**src/rtl/bus_req_router_pkg.sv**
```systemverilog
`default_nettype none
// ---------------------------------------------------------------------------
// Module      : bus_req_router_pkg
// Description : Shared state encodings and counter width for the request
//               router and its address matcher.
// Revision    : 1.0 - initial release
// ---------------------------------------------------------------------------
package bus_req_router_pkg;

    // Width of the ACCESS-phase timeout counter
    localparam int c_cnt_w = 8;

    // Router FSM state encodings
    localparam logic [1:0] c_st_idle   = 2'd0;
    localparam logic [1:0] c_st_access = 2'd1;
    localparam logic [1:0] c_st_done   = 2'd2;

endpackage
`default_nettype wire

```
**src/rtl/bus_addr_match.sv**
```systemverilog
`default_nettype none
// ---------------------------------------------------------------------------
// Module      : bus_addr_match
// Description : Combinational address-window compare. Window i matches when
//               (addr & mask_i) == base_i; the lowest matching index wins.
// Revision    : 1.0 - initial release
// ---------------------------------------------------------------------------
module bus_addr_match #(
    parameter int                             NR_OF_BUSSES_OUT = 4,
    parameter int                             IDX_W            = 2,
    parameter logic [NR_OF_BUSSES_OUT*32-1:0] REGION_BASE      = '0,
    parameter logic [NR_OF_BUSSES_OUT*32-1:0] REGION_MASK      = '0
) (
    input  logic [31:0]      i_addr,
    output logic             o_hit,
    output logic [IDX_W-1:0] o_idx
);

    logic [NR_OF_BUSSES_OUT-1:0] w_match;

    generate
        for (genvar i = 0; i < NR_OF_BUSSES_OUT; i++) begin : g_cmp
            assign w_match[i] =
                ((i_addr & REGION_MASK[i*32 +: 32]) == REGION_BASE[i*32 +: 32]);
        end
    endgenerate

    // Priority encode: scan downwards so the lowest matching window is kept
    always_comb begin
        o_hit = |w_match;
        o_idx = '0;
        for (int i = NR_OF_BUSSES_OUT - 1; i >= 0; i--) begin
            if (w_match[i]) begin
                o_idx = IDX_W'(i);
            end
        end
    end

endmodule
`default_nettype wire

```
**src/rtl/bus_req_router.sv**
```systemverilog
`default_nettype none
// ---------------------------------------------------------------------------
// Module      : bus_req_router
// Description : Routes a core load/store to one of NR_OF_BUSSES_OUT slave
//               windows, holds a one-hot strobe until the slave acks or the
//               access times out, then returns a one-cycle ready/err pulse
//               and registered read data.
// Revision    : 1.0 - initial release
// ---------------------------------------------------------------------------
module bus_req_router #(
    parameter int                             NR_OF_BUSSES_OUT = 4,
    parameter logic [NR_OF_BUSSES_OUT*32-1:0] REGION_BASE      = '0,
    parameter logic [NR_OF_BUSSES_OUT*32-1:0] REGION_MASK      = '0,
    parameter int                             TIMEOUT_CYCLES   = 16
) (
    input  logic                             clk,
    input  logic                             rst,
    input  logic [31:0]                      core_addr,
    input  logic [31:0]                      core_wdata,
    input  logic [3:0]                       core_be,
    input  logic                             core_rd,
    input  logic                             core_wr,
    output logic [31:0]                      core_rdata,
    output logic                             core_ready,
    output logic                             core_err,
    output logic [31:0]                      bus_addr,
    output logic [31:0]                      bus_wdata,
    output logic [3:0]                       bus_be,
    output logic [NR_OF_BUSSES_OUT-1:0]      bus_rd,
    output logic [NR_OF_BUSSES_OUT-1:0]      bus_wr,
    input  logic [NR_OF_BUSSES_OUT-1:0]      bus_ack,
    input  logic [NR_OF_BUSSES_OUT*32-1:0]   bus_rdata
);

    import bus_req_router_pkg::*;

    localparam int                 c_idx_w    = (NR_OF_BUSSES_OUT > 1) ? $clog2(NR_OF_BUSSES_OUT) : 1;
    localparam logic [c_cnt_w-1:0] c_cnt_last = c_cnt_w'(TIMEOUT_CYCLES - 1);

    logic [1:0]         r_state;
    logic [1:0]         w_state_nxt;
    logic [c_idx_w-1:0] r_sel;
    logic               r_is_rd;
    logic               r_err;
    logic [c_cnt_w-1:0] r_cnt;
    logic [31:0]        r_addr;
    logic [31:0]        r_wdata;
    logic [3:0]         r_be;
    logic [31:0]        r_rdata;

    logic               w_hit;
    logic [c_idx_w-1:0] w_idx;
    logic               w_req_any;
    logic               w_req_ok;
    logic               w_sel_ack;
    logic               w_timeout;
    logic [31:0]        w_slave_rdata [NR_OF_BUSSES_OUT];

    bus_addr_match #(
        .NR_OF_BUSSES_OUT (NR_OF_BUSSES_OUT),
        .IDX_W            (c_idx_w),
        .REGION_BASE      (REGION_BASE),
        .REGION_MASK      (REGION_MASK)
    ) u_match (
        .i_addr (core_addr),
        .o_hit  (w_hit),
        .o_idx  (w_idx)
    );

    generate
        for (genvar i = 0; i < NR_OF_BUSSES_OUT; i++) begin : g_unpack
            assign w_slave_rdata[i] = bus_rdata[i*32 +: 32];
        end
    endgenerate

    // A request is only forwarded when exactly one of rd/wr is set and a window hits
    assign w_req_any = core_rd | core_wr;
    assign w_req_ok  = (core_rd ^ core_wr) & w_hit;
    // Acks from slaves other than the selected one never influence the FSM
    assign w_sel_ack = bus_ack[r_sel];
    assign w_timeout = (r_cnt == c_cnt_last);

    // State register
    always_ff @(posedge clk or negedge rst) begin
        if (!rst) begin
            r_state <= c_st_idle;
        end else begin
            r_state <= w_state_nxt;
        end
    end

    // Next-state logic; ack takes precedence over a simultaneous timeout
    always_comb begin
        w_state_nxt = r_state;
        case (r_state)
            c_st_idle: begin
                if (w_req_any) begin
                    w_state_nxt = w_req_ok ? c_st_access : c_st_done;
                end
            end
            c_st_access: begin
                if (w_sel_ack || w_timeout) begin
                    w_state_nxt = c_st_done;
                end
            end
            c_st_done: begin
                w_state_nxt = c_st_idle;
            end
            default: begin
                w_state_nxt = c_st_idle;
            end
        endcase
    end

    // ACCESS-phase cycle counter, cleared whenever not accessing
    always_ff @(posedge clk or negedge rst) begin
        if (!rst) begin
            r_cnt <= '0;
        end else if (r_state == c_st_access) begin
            r_cnt <= r_cnt + 1'b1;
        end else begin
            r_cnt <= '0;
        end
    end

    // Request capture in IDLE and completion status / read data in ACCESS
    always_ff @(posedge clk or negedge rst) begin
        if (!rst) begin
            r_sel   <= '0;
            r_is_rd <= 1'b0;
            r_err   <= 1'b0;
            r_addr  <= '0;
            r_wdata <= '0;
            r_be    <= '0;
            r_rdata <= '0;
        end else begin
            case (r_state)
                c_st_idle: begin
                    if (w_req_ok) begin
                        r_sel   <= w_idx;
                        r_is_rd <= core_rd;
                        r_addr  <= core_addr;
                        r_wdata <= core_wdata;
                        r_be    <= core_be;
                    end
                    if (w_req_any) begin
                        r_err <= ~w_req_ok;
                    end
                end
                c_st_access: begin
                    if (w_sel_ack) begin
                        r_err <= 1'b0;
                        if (r_is_rd) begin
                            r_rdata <= w_slave_rdata[r_sel];
                        end
                    end else if (w_timeout) begin
                        r_err <= 1'b1;
                    end
                end
                default: begin
                    r_err <= r_err;
                end
            endcase
        end
    end

    // Output decode from the registered state: strobes vanish as soon as reset hits
    always_comb begin
        bus_rd     = '0;
        bus_wr     = '0;
        core_ready = 1'b0;
        core_err   = 1'b0;
        case (r_state)
            c_st_access: begin
                if (r_is_rd) begin
                    bus_rd[r_sel] = 1'b1;
                end else begin
                    bus_wr[r_sel] = 1'b1;
                end
            end
            c_st_done: begin
                core_ready = 1'b1;
                core_err   = r_err;
            end
            default: begin
                core_ready = 1'b0;
            end
        endcase
    end

    assign bus_addr   = r_addr;
    assign bus_wdata  = r_wdata;
    assign bus_be     = r_be;
    assign core_rdata = r_rdata;

endmodule
`default_nettype wire
```
**config.mk**
```make
export PLATFORM = sky130hd
export DESIGN_NAME = bus_req_router
export DESIGN_NICKNAME = d
export VERILOG_FILES = /design/src/rtl/bus_req_router_pkg.sv /design/src/rtl/bus_addr_match.sv /design/src/rtl/bus_req_router.sv
export SDC_FILE = /design/constraint.sdc
export NUM_CORES = 1
export LEC_CHECK = 0
export ABC_AREA = 1
export ABC_CLOCK_PERIOD_IN_PS = 1590
export BUFFER_PORTS_ARGS = -buffer_cell sky130_fd_sc_hd__buf_2
export CAP_MARGIN = 20
export CORE_AREA = 4 4 121 123
export DETAILED_ROUTE_END_ITERATION = 8
export DIE_AREA = 0 0 125 127
export MAX_ROUTING_LAYER = met4
export PLACE_DENSITY = 0.77
export REMOVE_ABC_BUFFERS = 1
export SLEW_MARGIN = 20
export SYNTH_ARGS = -nofsm -noshare
export SYNTH_HDL_FRONTEND = slang
export SYNTH_SLANG_ARGS = --single-unit
```
**constraint.sdc**
```tcl
create_clock -name clk -period 1.59 [get_ports clk]
set_input_delay 0.318 -clock clk [delete_from_list [all_inputs] [get_ports clk]]
set_output_delay 0.318 -clock clk [all_outputs]
set_load 0.03 [all_outputs]
```
## Yosys cells after proc, flatten, opt, wreduce, memory -nomap -nowiden

Cells that the tools add are included.

| storage, ports and cells | value |
|---|---|
| register bits after elaboration | 112 |
| input port bits | 204 |
| output and inout bits | 110 |
| logic and storage cells | 40 |

| operators by class | value |
|---|---|
| $add $sub $neg | 1 |
| equality and inequality tests | 6 |
| multiplexer cells | 15 |
| bitwise gates (word level) | 3 |
| reductions and logical operators | 7 |

Operators by type and width:

| kind | count |
|---|---|
| 8-bit by 1-bit adder with 8-bit output (second input constant) | 1 |
| 8-bit by 4-bit equality test with 1-bit output (second input constant) | 1 |
| 1-bit 2-to-1 mux | 8 |
| 8-bit 2-to-1 mux | 1 |
| 2-bit 2-to-1 mux | 3 |
| 3-bit AND reduction | 2 |
| 4-bit 2-to-1 mux | 1 |
| 2-bit != test (second input constant) | 2 |
| 2-bit one-hot mux with 2 select lines | 1 |
| 2-bit AND reduction | 2 |
| 3-bit != test (second input constant) | 1 |
| 2-bit by 1-bit equality test with 1-bit output (second input constant) | 1 |
| 2-bit equality test (second input constant) | 1 |
| 2-bit logical NOT | 1 |
| 1-bit one-hot mux with 2 select lines | 1 |
| 2-bit nonzero test | 1 |
| 1-bit logical OR | 1 |
| 1-bit inverter | 1 |
| 1-bit OR | 1 |
| 1-bit XOR | 1 |

## Longest topological paths before layout

Gate-level depths: netlist of the first run.

| logic depth | value |
|---|---|
| depth in word-level cells | 4 |
| depth in mapped cells | 8 |
| gate-level depth less buffers | 7 |

## Hierarchy

From an unflattened synthesis of the first run, not the netlist that was laid out.

| second synthesis, totals | value |
|---|---|
| cells, all modules | 531 |
| area total of the unflattened synthesis | 5273.8 um2 |

Modules (own cells, without submodules):

| module | times used | cells an instance | area each (um2) |
|---|---|---|---|
| bus_req_router | 1 | 526 | 5243.8 |
| bus_addr_match | 1 | 5 | 30.0 |

## Least setup slack after synthesis of the first run

Ideal clock, no wire load.

| timing path | value |
|---|---|
| kind | reg2out |
| start | register r_state[0] |
| end | output port core_err |
| arrival time | 1.165 ns |
| data required time | 1.272 ns |
| path slack | 0.107 ns |
| stages on the path, launching flop included | 2 |
| path through | dfrtp_1 > nor3b_1 |

| on the way | value |
|---|---|
| cells in the longest elaborated chain, start to end | 2 |

Ends and longest elaborated chain:

| item | line | source |
|---|---|---|
| start, declared | bus_req_router.sv:40 | `logic [1:0] r_state;` |
| start signal, assigned | bus_req_router.sv:86 | `r_state <= c_st_idle;` |
| start signal, assigned | bus_req_router.sv:88 | `r_state <= w_state_nxt;` |
| 2-bit equality test | bus_req_router.sv:173 | `case (r_state)` |
| 1-bit 2-to-1 mux | bus_req_router.sv:173 |  |
| end, declared | bus_req_router.sv:25 | `output logic core_err,` |

No other way between the ends.

## Final worst setup path of the first run

| timing path | value |
|---|---|
| start | register r_state[1] |
| end | output port bus_rd[0] |

| on the way | value |
|---|---|
| cells in the longest elaborated chain, start to end | 2 |

Ends and longest elaborated chain:

| item | line | source |
|---|---|---|
| 2-bit by 1-bit equality test with 1-bit output | bus_req_router.sv:173 |  |
| 4-bit 2-to-1 mux | bus_req_router.sv:173 |  |
| end, declared | bus_req_router.sv:29 | `output logic [NR_OF_BUSSES_OUT-1:0] bus_rd,` |

No other way between the ends.

==> metrics.md, run 1 <==
| Metric | Value |
|---|---|
| Arrival time reported for the critical path endpoint | `1.21 ns` |
| Clock transition at path regs | `0.08 ns` |
| Area of the die | `15900 um2` |
| Hold Path Origin | `core_addr[23]` |
| Maximum fanout along the worst path | `4` |
| Layout Area Growth over Synthesis | `34.5%` |
| GRT Resource Usage Total | `0.148` |
| Clock power frac | `0.143` |
| Drt first pass iters | `5` |
| Highest-utilization routing layer at the global route stage | `met2` |
| Share of post-route cells with drive strength above 1 | `0.540` |
| Commonest cells in the synthesized netlist | `dfrtp_1 (112), nand2_1 (76), mux2_4 (67)` |
| Post-synth top flop | `dfrtp_1` |
| Clock buffer count from CTS | `9` |
| Initial standard-cell utilization of the core | `0.344` |
| Compound-cell area share of the yosys netlist | `0.00958` |
| Xor and xnor fraction of the mapped netlist area | `0.00373` |
| CTS HTree Levels | `3` |
| Per-instance average area after synthesis | `13.0 um2` |
| Crit share post-route | `0.962` |
| Share of flip-flops with an asynchronous set or reset | `1.00` |
| Post-detailed-placement half-perimeter wirelength | `8.53 mm` |
| Max Clk Rate | `654 MHz` |
| Port buffer count | `208` |
| Vias post-DR | `3425` |
| Worst setup skew after layout | `0.00795 ns` |
| Number of failing setup endpoints in the final timing report | `0` |
| Pin count of the biggest net entering global routing | `57` |
| Share of cell area taken by muxes after synthesis | `0.216` |
| Type of the worst min-delay path | `in2reg` |
| Main combinational cell family by area after synthesis | `multiplexers` |
| Internal cell power | `8.30 mW` |
| Remaining routing DRC violations | `0` |
| Area fraction in and, or, nand and nor cells after synthesis | `0.122` |
| Hold-critical path depth | `2` |
| Endpoint of the most critical register-to-register path | `bus_wdata[3]` |
| Post-synth design cell area | `4700 um2` |
| Dpl cell area | `6000 um2` |
| Standard cell core area | `13700 um2` |
| Top cells by area, synth | `dfrtp_1 (60%), mux2_4 (21%), nand2_1 (6.1%)` |
| Instance count of the mapped netlist | `362` |
| Crit Path Category | `reg2out` |
| Terminating pin of the worst hold path | `bus_addr[23]` |
| Initial antenna violation count | `0` |
| Switching Fraction | `0.434` |
| Number of synthesized register bits | `112` |
| Power per cell area | `2320 nW/um2` |
| TritonCTS clock tree | `done` |
| Worst VDD drop | `1.25 mV` |
| Non-filler cells in the finished layout | `769` |
| Worst slack at placement | `-0.114 ns` |
| Net switching power | `6.36 mW` |
| Total power | `14.7 mW` |
| Die X-Extent | `125 um` |
| Final nets | `790` |
| Number of enable-type register cells in the synthesized netlist | `0` |
| Number of slew-limit violations in the final report | `0` |
| Cell at the root of the clock tree | `clkbuf_16` |
| Clock latency at the later pin of the worst-skew pair | `0.34 ns` |
| Total wirelength of the detailed-routed design | `11.4 mm` |
| Post-DR vias/cell | `4.45` |
| Fraction of power consumed by sequential logic | `0.341` |
| Num rows | `43` |
| Count of cells along the worst register-to-register path | `5` |
| Via count of the first global-routing pass | `3566` |
| Number of placed instances, taps included | `749` |
| Global-route wire length before repair | `18.4 mm` |
| Comb pwr share | `0.516` |
| Cell with the most instances after synthesis | `dfrtp_1` |
| Fraction of post-synthesis cell area in the top cell type by area | `0.596` |
| Outcome | `finished, final reports clean` |
| Post-route design area | `6320 um2` |
| GRT Residual Overflow | `0` |
| WL/cell | `14.8 um` |
| Total number of clock tree sinks | `112` |
| Static Leak | `3.50 nW` |
| Min Clock Period, post-route | `1.53 ns` |
| Origin of the critical flop-to-flop path | `r_state[1]` |
| Met3 routing resource usage after global routing | `0.0439` |
| Worst setup slack after layout | `0.0608 ns` |
| Final weighted congestion of routability-driven global placement | `0.846` |
| Arithmetic-cell share of the synthesized area counting full adders, half adders and majority gates | `0.00532` |
| Diodes inserted | `0` |
| Count of distinct cell types in the synthesized netlist | `24` |
| Register-to-register setup slack | `0.10 ns` |
| MaxCap Viol Count | `0` |
| Setup crit end kind | `output port` |
| Count of routing violations after the opening detailed-route iteration | `86` |
| Critical Path Start Type | `register` |
| Maximum number of buffers from clock root to sink | `2` |
| Global Route met2 Usage | `0.234` |
| Vertical die dimension | `127 um` |
| Count of endpoints failing hold in the final timing report | `0` |
| Number of top-level pins | `314` |
| Post-synth top area cell | `dfrtp_1` |
| Final antenna-violating net count | `0` |
| Met1 capacity usage during global routing | `0.187` |
| Final design utilization | `0.462` |
| Data required time of the critical path | `1.27 ns` |
| Yosys warning total | `0` |
| Sequential area share after synthesis | `0.596` |
==> per-layer routing <==
metal	wire length [um]	vias up
met4	158	0
met3	881	15
met5	0	-
met1	4930	1611
li1	-	1628
met2	5420	171
==> cell usage in the layout, fill, tap and decap left out, types with 2 or more instances in the layout <==
cell,n
xor2_1,2
inv_1,9
buf_12,4
nand3_1,36
conb_1,6
nor3_1,2
buf_2,205
o21ai_0,5
nand2_4,2
clkinvlp_4,3
mux2_4,67
clkbuf_16,9
nor2_1,15
dfrtp_1,111
buf_4,19
a21oi_1,3
nand2_1,75
ha_1,2
==> layout make-up <==
type	count	area [um2]
inverter	10	37.5
tap	180	225
clock buffer	10	229
sequential	112	2800
multi-input combinational	221	1710
fill	1274	7350
timing repair buffer	230	1270
clock inverter	6	45.0
==> critical path: stages (launching register included) <==
cell and delay, ns:
dfrtp_1 0.40, inv_2 0.10, nand2_4 0.07, nor2_4 0.15, buf_6 0.15
==> worst max-delay path by stage <==
stage                    start            end
finish              r_state[1]      bus_rd[0]
global route        r_state[1]      bus_rd[0]
CTS                 r_state[1]      bus_rd[0]
detailed placement     core_rd   bus_wdata[3]
global placement       core_rd    bus_addr[9]
floorplan           r_state[1]  core_rdata[0]
==> through the flow <==
step                hold slack (ns)  TNS [ns]
detailed placement            0.129     -3.79
global placement              0.129     -2.66
floorplan                    0.0224    -41.37
CTS                           0.188         0
global route                  0.185  -0.00203
finish                        0.203         0
==> flip-flops by register name, summed over array words and instances (netlist names) <==
name,flops
core_rdata,32
r_err,1
bus_wdata,32
r_cnt,8
r_state,2
bus_addr,32
r_is_rd,1
bus_be,4
==> power groups by stage <==
stage          Sequential (mW)  Clock [mW]  Combinational [mW]
4_1_cts                   4.99        2.18                7.64
6_report                  4.99        2.10                7.56
3_5_place_dp              4.97           0                7.60
5_1_grt                   5.18        2.31                8.00
3_3_place_gp              4.98           0                7.44
2_1_floorplan             7.55           0                2.70
==> cell families (layout without fill, tap and decap cells) <==
logic type	Yosys count	after routing
flops	112	112
simple gates	134	134
xor+xnor	2	2
mux	68	68
buf+inv	34	256
fa+ha+maj	2	2
other cells	1	6
compound gates	9	9
==> what timing repair did <==
item	in CTS	in global routing
pin swaps	1	1
gates resized for setup	3	4
hold buffers	1	0
setup endpoints to repair	2	2
buffers inserted	3	0
endpoints found under the hold margin	1	0
Power figures use the tool's default switching activity.
==> run 2, diff against run 1 <==
- CORE_AREA: 4 4 121 123 -> 4 4 120 122
- CTS_BUF_LIST: unset -> sky130_fd_sc_hd__clkbuf_8
- DIE_AREA: 0 0 125 127 -> 0 0 124 126
- PLACE_DENSITY: 0.77 -> 0.78
==> metrics.md, run 2 (synthesized netlist as in run 1, its figures left out) <==
| Metric | Value |
|---|---|
| Failing checks | `setup timing` |
| Cell at the root of the clock tree | `clkbuf_8` |
| Final antenna-violating net count | `0` |
| Cell type of the slowest stage on the worst timing path | `dfrtp_1` |
| Sequence of cells on the critical path | `inv_2 -> nand2_4 -> nor2_4 -> buf_6` |
| Num rows | `42` |
| Port buffer count | `208` |
| Setup crit end kind | `output port` |
| Initial antenna violation count | `0` |
| Worst setup slack after layout | `-0.0107 ns` |
| Post-detailed-placement half-perimeter wirelength | `8.21 mm` |
| MaxCap Viol Count | `0` |
| Standard cell core area | `13200 um2` |
| Number of failing setup endpoints in the final timing report | `1` |
| Area of the multi-input gates | `1720 um2` |
| Via count of the first global-routing pass | `3355` |
| Global-route wire length before repair | `16.8 mm` |
| Die X-Extent | `124 um` |
| Maximum fanout along the worst path | `4` |
| Type of the worst min-delay path | `in2reg` |
| Count of endpoints failing hold in the final timing report | `0` |
| Maximum single-stage delay on the critical path | `0.42 ns` |
| Initial standard-cell utilization of the core | `0.356` |
| Max Clk Rate | `625 MHz` |
| Outcome | `complete, but fails checks` |
| Clock transition at path regs | `0.12 ns` |
| Post-DR vias/cell | `4.39` |
| Power per cell area | `2270 nW/um2` |
| Area of the die | `15600 um2` |
| Post-route design area | `6290 um2` |
| Arrival time reported for the critical path endpoint | `1.28 ns` |
| Commonest non-fill, non-tap cell in the layout | `buf_2` |
| Worst slack at placement | `-0.0548 ns` |
| Flip-flop and latch area | `2800 um2` |
| Number of top-level pins | `314` |
| Count of routing violations after the opening detailed-route iteration | `77` |
| Dpl cell area | `5990 um2` |
| WL/cell | `14.1 um` |
| Layout Area Growth over Synthesis | `33.8%` |
| GRT Residual Overflow | `0` |
| Min Clock Period, post-route | `1.60 ns` |
| Diodes inserted | `0` |
| Worst setup skew after layout | `0.0138 ns` |
| Maximum number of buffers from clock root to sink | `2` |
| Pin count of the biggest net entering global routing | `55` |
| Smallest hold slack | `0.158 ns` |
| Critical Path Start Type | `register` |
| Share of post-route cells with drive strength above 1 | `0.549` |
| Remaining routing DRC violations | `0` |
| Final weighted congestion of routability-driven global placement | `0.799` |
| Total wirelength of the detailed-routed design | `10.9 mm` |
| Final design utilization | `0.477` |
| Vertical die dimension | `126 um` |
| Data required time of the critical path | `1.27 ns` |
| RSZ-0062 raised after global routing | `yes` |
| Worst VDD drop | `1.26 mV` |
| Most frequent cells in the layout | `buf_2 (203), dfrtp_1 (111), nand2_1 (75)` |
| Crit share post-route | `1.01` |
| Filler instances | `1166` |
| Crit Path Category | `reg2out` |
| Total number of clock tree sinks | `112` |
| TritonCTS clock tree | `done` |
| Vias post-DR | `3395` |
| Number of slew-limit violations in the final report | `0` |
| Clock buffer count from CTS | `9` |
| Drt first pass iters | `4` |
| Clock latency at the later pin of the worst-skew pair | `0.38 ns` |
| GRT Resource Usage Total | `0.141` |
| CTS HTree Levels | `3` |
| Final nets | `798` |
| Static Leak | `3.50 nW` |
-- run 2: cell type report --
| class | count | share of cell area |
|---|---|---|
| Sequential cell | 112 | 0.446 |
| Multi-Input combinational cell | 221 | 0.274 |
| Timing Repair Buffer | 238 | 0.211 |
| Tap cell | 176 | 0.0350 |
| Clock buffer | 9 | 0.0197 |
| Clock inverter | 7 | 0.00895 |
| Inverter | 10 | 0.00597 |
-- run 2: critical path: cells and delay by family, from the launching register on --
| kind | cells | cell delay (ns) |
|---|---|---|
| buffers and inverters | 2 | 0.27 |
| flip-flops | 1 | 0.42 |
| AND/OR/NAND/NOR | 2 | 0.21 |
-- run 2: metrics by stage --
step / instances / power, mW / TNS (ns)
floorplan: 343 / 10.2 / -41.37
global placement: 746 / 12.4 / -1.52
detailed placement: 746 / 12.6 / -2.09
CTS: 770 / 14.4 / -0.0279
global route: 773 / 15.1 / -0.481
finish: 773 / 14.3 / -0.0107
-- run 2: per-layer routing --
layer,vias to the layer above,GRT usage,part of all wire
met5,-,-,0
met4,0,0.0573,0.019
met3,15,0.0341,0.091
met2,174,0.209,0.44
met1,1566,0.185,0.45
li1,1640,-,-
-- run 2: worst paths after layout --
path | from | end | slack [ns] | cells past startpoint
setup / recovery | r_state[1] | bus_rd[0] | -0.01 | 4
hold / removal | core_wdata[25] | bus_wdata[25] | 0.16 | 2
setup reg to reg | r_state[1] | bus_addr[4] | 0.04 | 6
hold reg to reg | r_cnt[0] | r_cnt[0] | 0.47 | 1
max in group asynchronous | rst | bus_addr[7] | 0.72 | 3
min in group asynchronous | rst | bus_be[1] | 0.32 | 2
-- run 2: repair_timing --
item | CTS | global route
resized for setup | 7 | 6
buffers inserted | 7 | 3
endpoints found under the hold margin | 12 | 0
pin swaps | 1 | 1
setup endpoints to repair | 3 | 5
hold buffers | 1 | 0
-- run 2: report_power, final --
group	switching (mW)	internal, mW
Clock	1.02	0.588
Combinational	4.58	3.12
Sequential	0.775	4.21
Total	6.37	7.92
==> run 3, diff against run 2 <==
- ABC_CLOCK_PERIOD_IN_PS: 1590 -> 1400
- CORE_AREA: 4 4 120 122 -> 4 4 119 121
- DIE_AREA: 0 0 124 126 -> 0 0 123 125
- PLACE_DENSITY: 0.78 -> 0.82
- clock period: 1.59 -> 1.4 ns (I/O delays scaled with it)
==> metrics.md, run 3 (synthesized netlist as in run 1, its figures left out) <==
| Metric | Value |
|---|---|
| Outcome | `complete, but fails checks` |
| Failing checks | `setup timing` |
| MaxCap Viol Count | `0` |
| Worst VDD drop | `1.34 mV` |
| Post-route design area | `6540 um2` |
| Vertical die dimension | `125 um` |
| Via count of the first global-routing pass | `3575` |
| Global-route wire length before repair | `18.1 mm` |
| Clock transition at path regs | `0.12 ns` |
| Post-DR vias/cell | `4.44` |
| Number of top-level pins | `314` |
| Crit path buf inv count | `3` |
| Pin count of the biggest net entering global routing | `65` |
| Sequence of cells on the critical path | `inv_2 -> buf_6 -> nor3b_2 -> buf_4` |
| Final weighted congestion of routability-driven global placement | `0.781` |
| Maximum fanout along the worst path | `4` |
| Final antenna-violating net count | `0` |
| Global Route met2 Usage | `0.265` |
| Maximum number of buffers from clock root to sink | `2` |
| Clock latency at the later pin of the worst-skew pair | `0.37 ns` |
| Die X-Extent | `123 um` |
| Area of the multi-input gates | `1770 um2` |
| Max Clk Rate | `637 MHz` |
| Area of the die | `15400 um2` |
| Critical path's top delay family | `flip-flops` |
| Count of endpoints failing hold in the final timing report | `0` |
| Worst setup skew after layout | `0.0108 ns` |
| GRT Resource Usage Total | `0.155` |
| Setup_tns | `-7.66 ns` |
| Most frequent cells in the layout | `buf_2 (203), dfrtp_1 (112), nand2_1 (74)` |
| Non-filler cells in the finished layout | `778` |
| Hold-critical path depth | `2` |
| Cell at the root of the clock tree | `clkbuf_8` |
| WL/cell | `15.7 um` |
| Number of placed instances, taps included | `747` |
| Crit. path cell count | `4` |
| Type of the worst min-delay path | `in2reg` |
| Endpoint of the most critical register-to-register path | `bus_wdata[15]` |
| Post-detailed-placement half-perimeter wirelength | `8.78 mm` |
| Critical Path Start Type | `register` |
| CTS HTree Levels | `3` |
| Final design utilization | `0.500` |
| GRT Residual Overflow | `0` |
| Number of failing setup endpoints in the final timing report | `72` |
| Register-to-register setup slack | `-0.14 ns` |
| Crit Path Category | `reg2out` |
| Total number of clock tree sinks | `112` |
| Filler instances | `1147` |
| Met1 capacity usage during global routing | `0.172` |
| Smallest hold slack | `0.123 ns` |
| Worst setup slack after layout | `-0.170 ns` |
| Highest-utilization routing layer at the global route stage | `met2` |
| Power per cell area | `2610 nW/um2` |
| Num rows | `42` |
| Final nets | `803` |
| Cell type of the slowest stage on the worst timing path | `dfrtp_1` |
| TritonCTS clock tree | `done` |
| Worst slack at placement | `-0.202 ns` |
| Flip-flop and latch area | `2800 um2` |
| Vias post-DR | `3454` |
| Drt first pass iters | `4` |
| Static Leak | `3.60 nW` |
| Port buffer count | `208` |
| Min Clock Period, post-route | `1.57 ns` |
| Arrival time reported for the critical path endpoint | `1.29 ns` |
| Origin of the critical flop-to-flop path | `r_state[0]` |
| Diodes inserted | `0` |
| Share of post-route cells with drive strength above 1 | `0.565` |
| Met3 routing resource usage after global routing | `0.0501` |
| Initial antenna violation count | `0` |
| Total wirelength of the detailed-routed design | `12.2 mm` |
| Data required time of the critical path | `1.12 ns` |
| Commonest non-fill, non-tap cell in the layout | `buf_2` |
| Standard cell core area | `13100 um2` |
| Initial standard-cell utilization of the core | `0.359` |
| Terminating pin of the worst hold path | `bus_wdata[5]` |
| Maximum single-stage delay on the critical path | `0.37 ns` |
| Crit share post-route | `1.12` |
| Remaining routing DRC violations | `0` |
| Dpl cell area | `6020 um2` |
| Total power | `17.1 mW` |
| Layout Area Growth over Synthesis | `39.1%` |
| Count of cells along the worst register-to-register path | `5` |
| Setup crit end kind | `output port` |
| Number of slew-limit violations in the final report | `0` |
| RSZ-0062 raised after global routing | `yes` |
| Count of routing violations after the opening detailed-route iteration | `135` |
| Clock buffer count from CTS | `9` |
| Hold Path Origin | `core_wdata[5]` |
-- run 3: what timing repair did --
action | in CTS | in global routing
gates cloned | 0 | 5
resized for setup | 14 | 26
endpoints found under the setup margin | 9 | 78
buffers inserted | 4 | 6
hold buffers | 1 | 0
pin swaps | 2 | 6
hold endpoints to repair | 112 | 0
-- run 3: per-layer routing --
layer | vias up | wire length [um]
li1 | 1660 | -
met3 | 13 | 990
met5 | - | 0
met2 | 130 | 6220
met4 | 0 | 197
met1 | 1651 | 4840
-- run 3: layout make-up --
class                   count  share of cell area
multi-input cells         222               0.270
clock inverters             7              0.0130
flip-flops and latches    112               0.429
well taps                 176              0.0337
inverters                  10             0.00613
repair buffers            242               0.229
clock buffers               9              0.0190
-- run 3: report_power, final --
part	switching, mW	total, mW	internal (mW)
sequential	0.850	5.63	4.78
clock	1.15	2.01	0.860
combinational	5.51	9.44	3.93
-- run 3: worst max-delay path by stage --
| stage | start | to | slack, ns |
|---|---|---|---|
| 2_1_floorplan | r_state[1] | core_rdata[0] | -0.76 |
| 3_3_place_gp | core_rd | bus_wdata[18] | -0.20 |
| 3_5_place_dp | core_rd | bus_wdata[10] | -0.20 |
| 4_1_cts | r_state[0] | bus_wr[0] | -0.18 |
| 5_1_grt | r_state[1] | core_err | -0.26 |
| 6_report | r_state[1] | core_err | -0.17 |
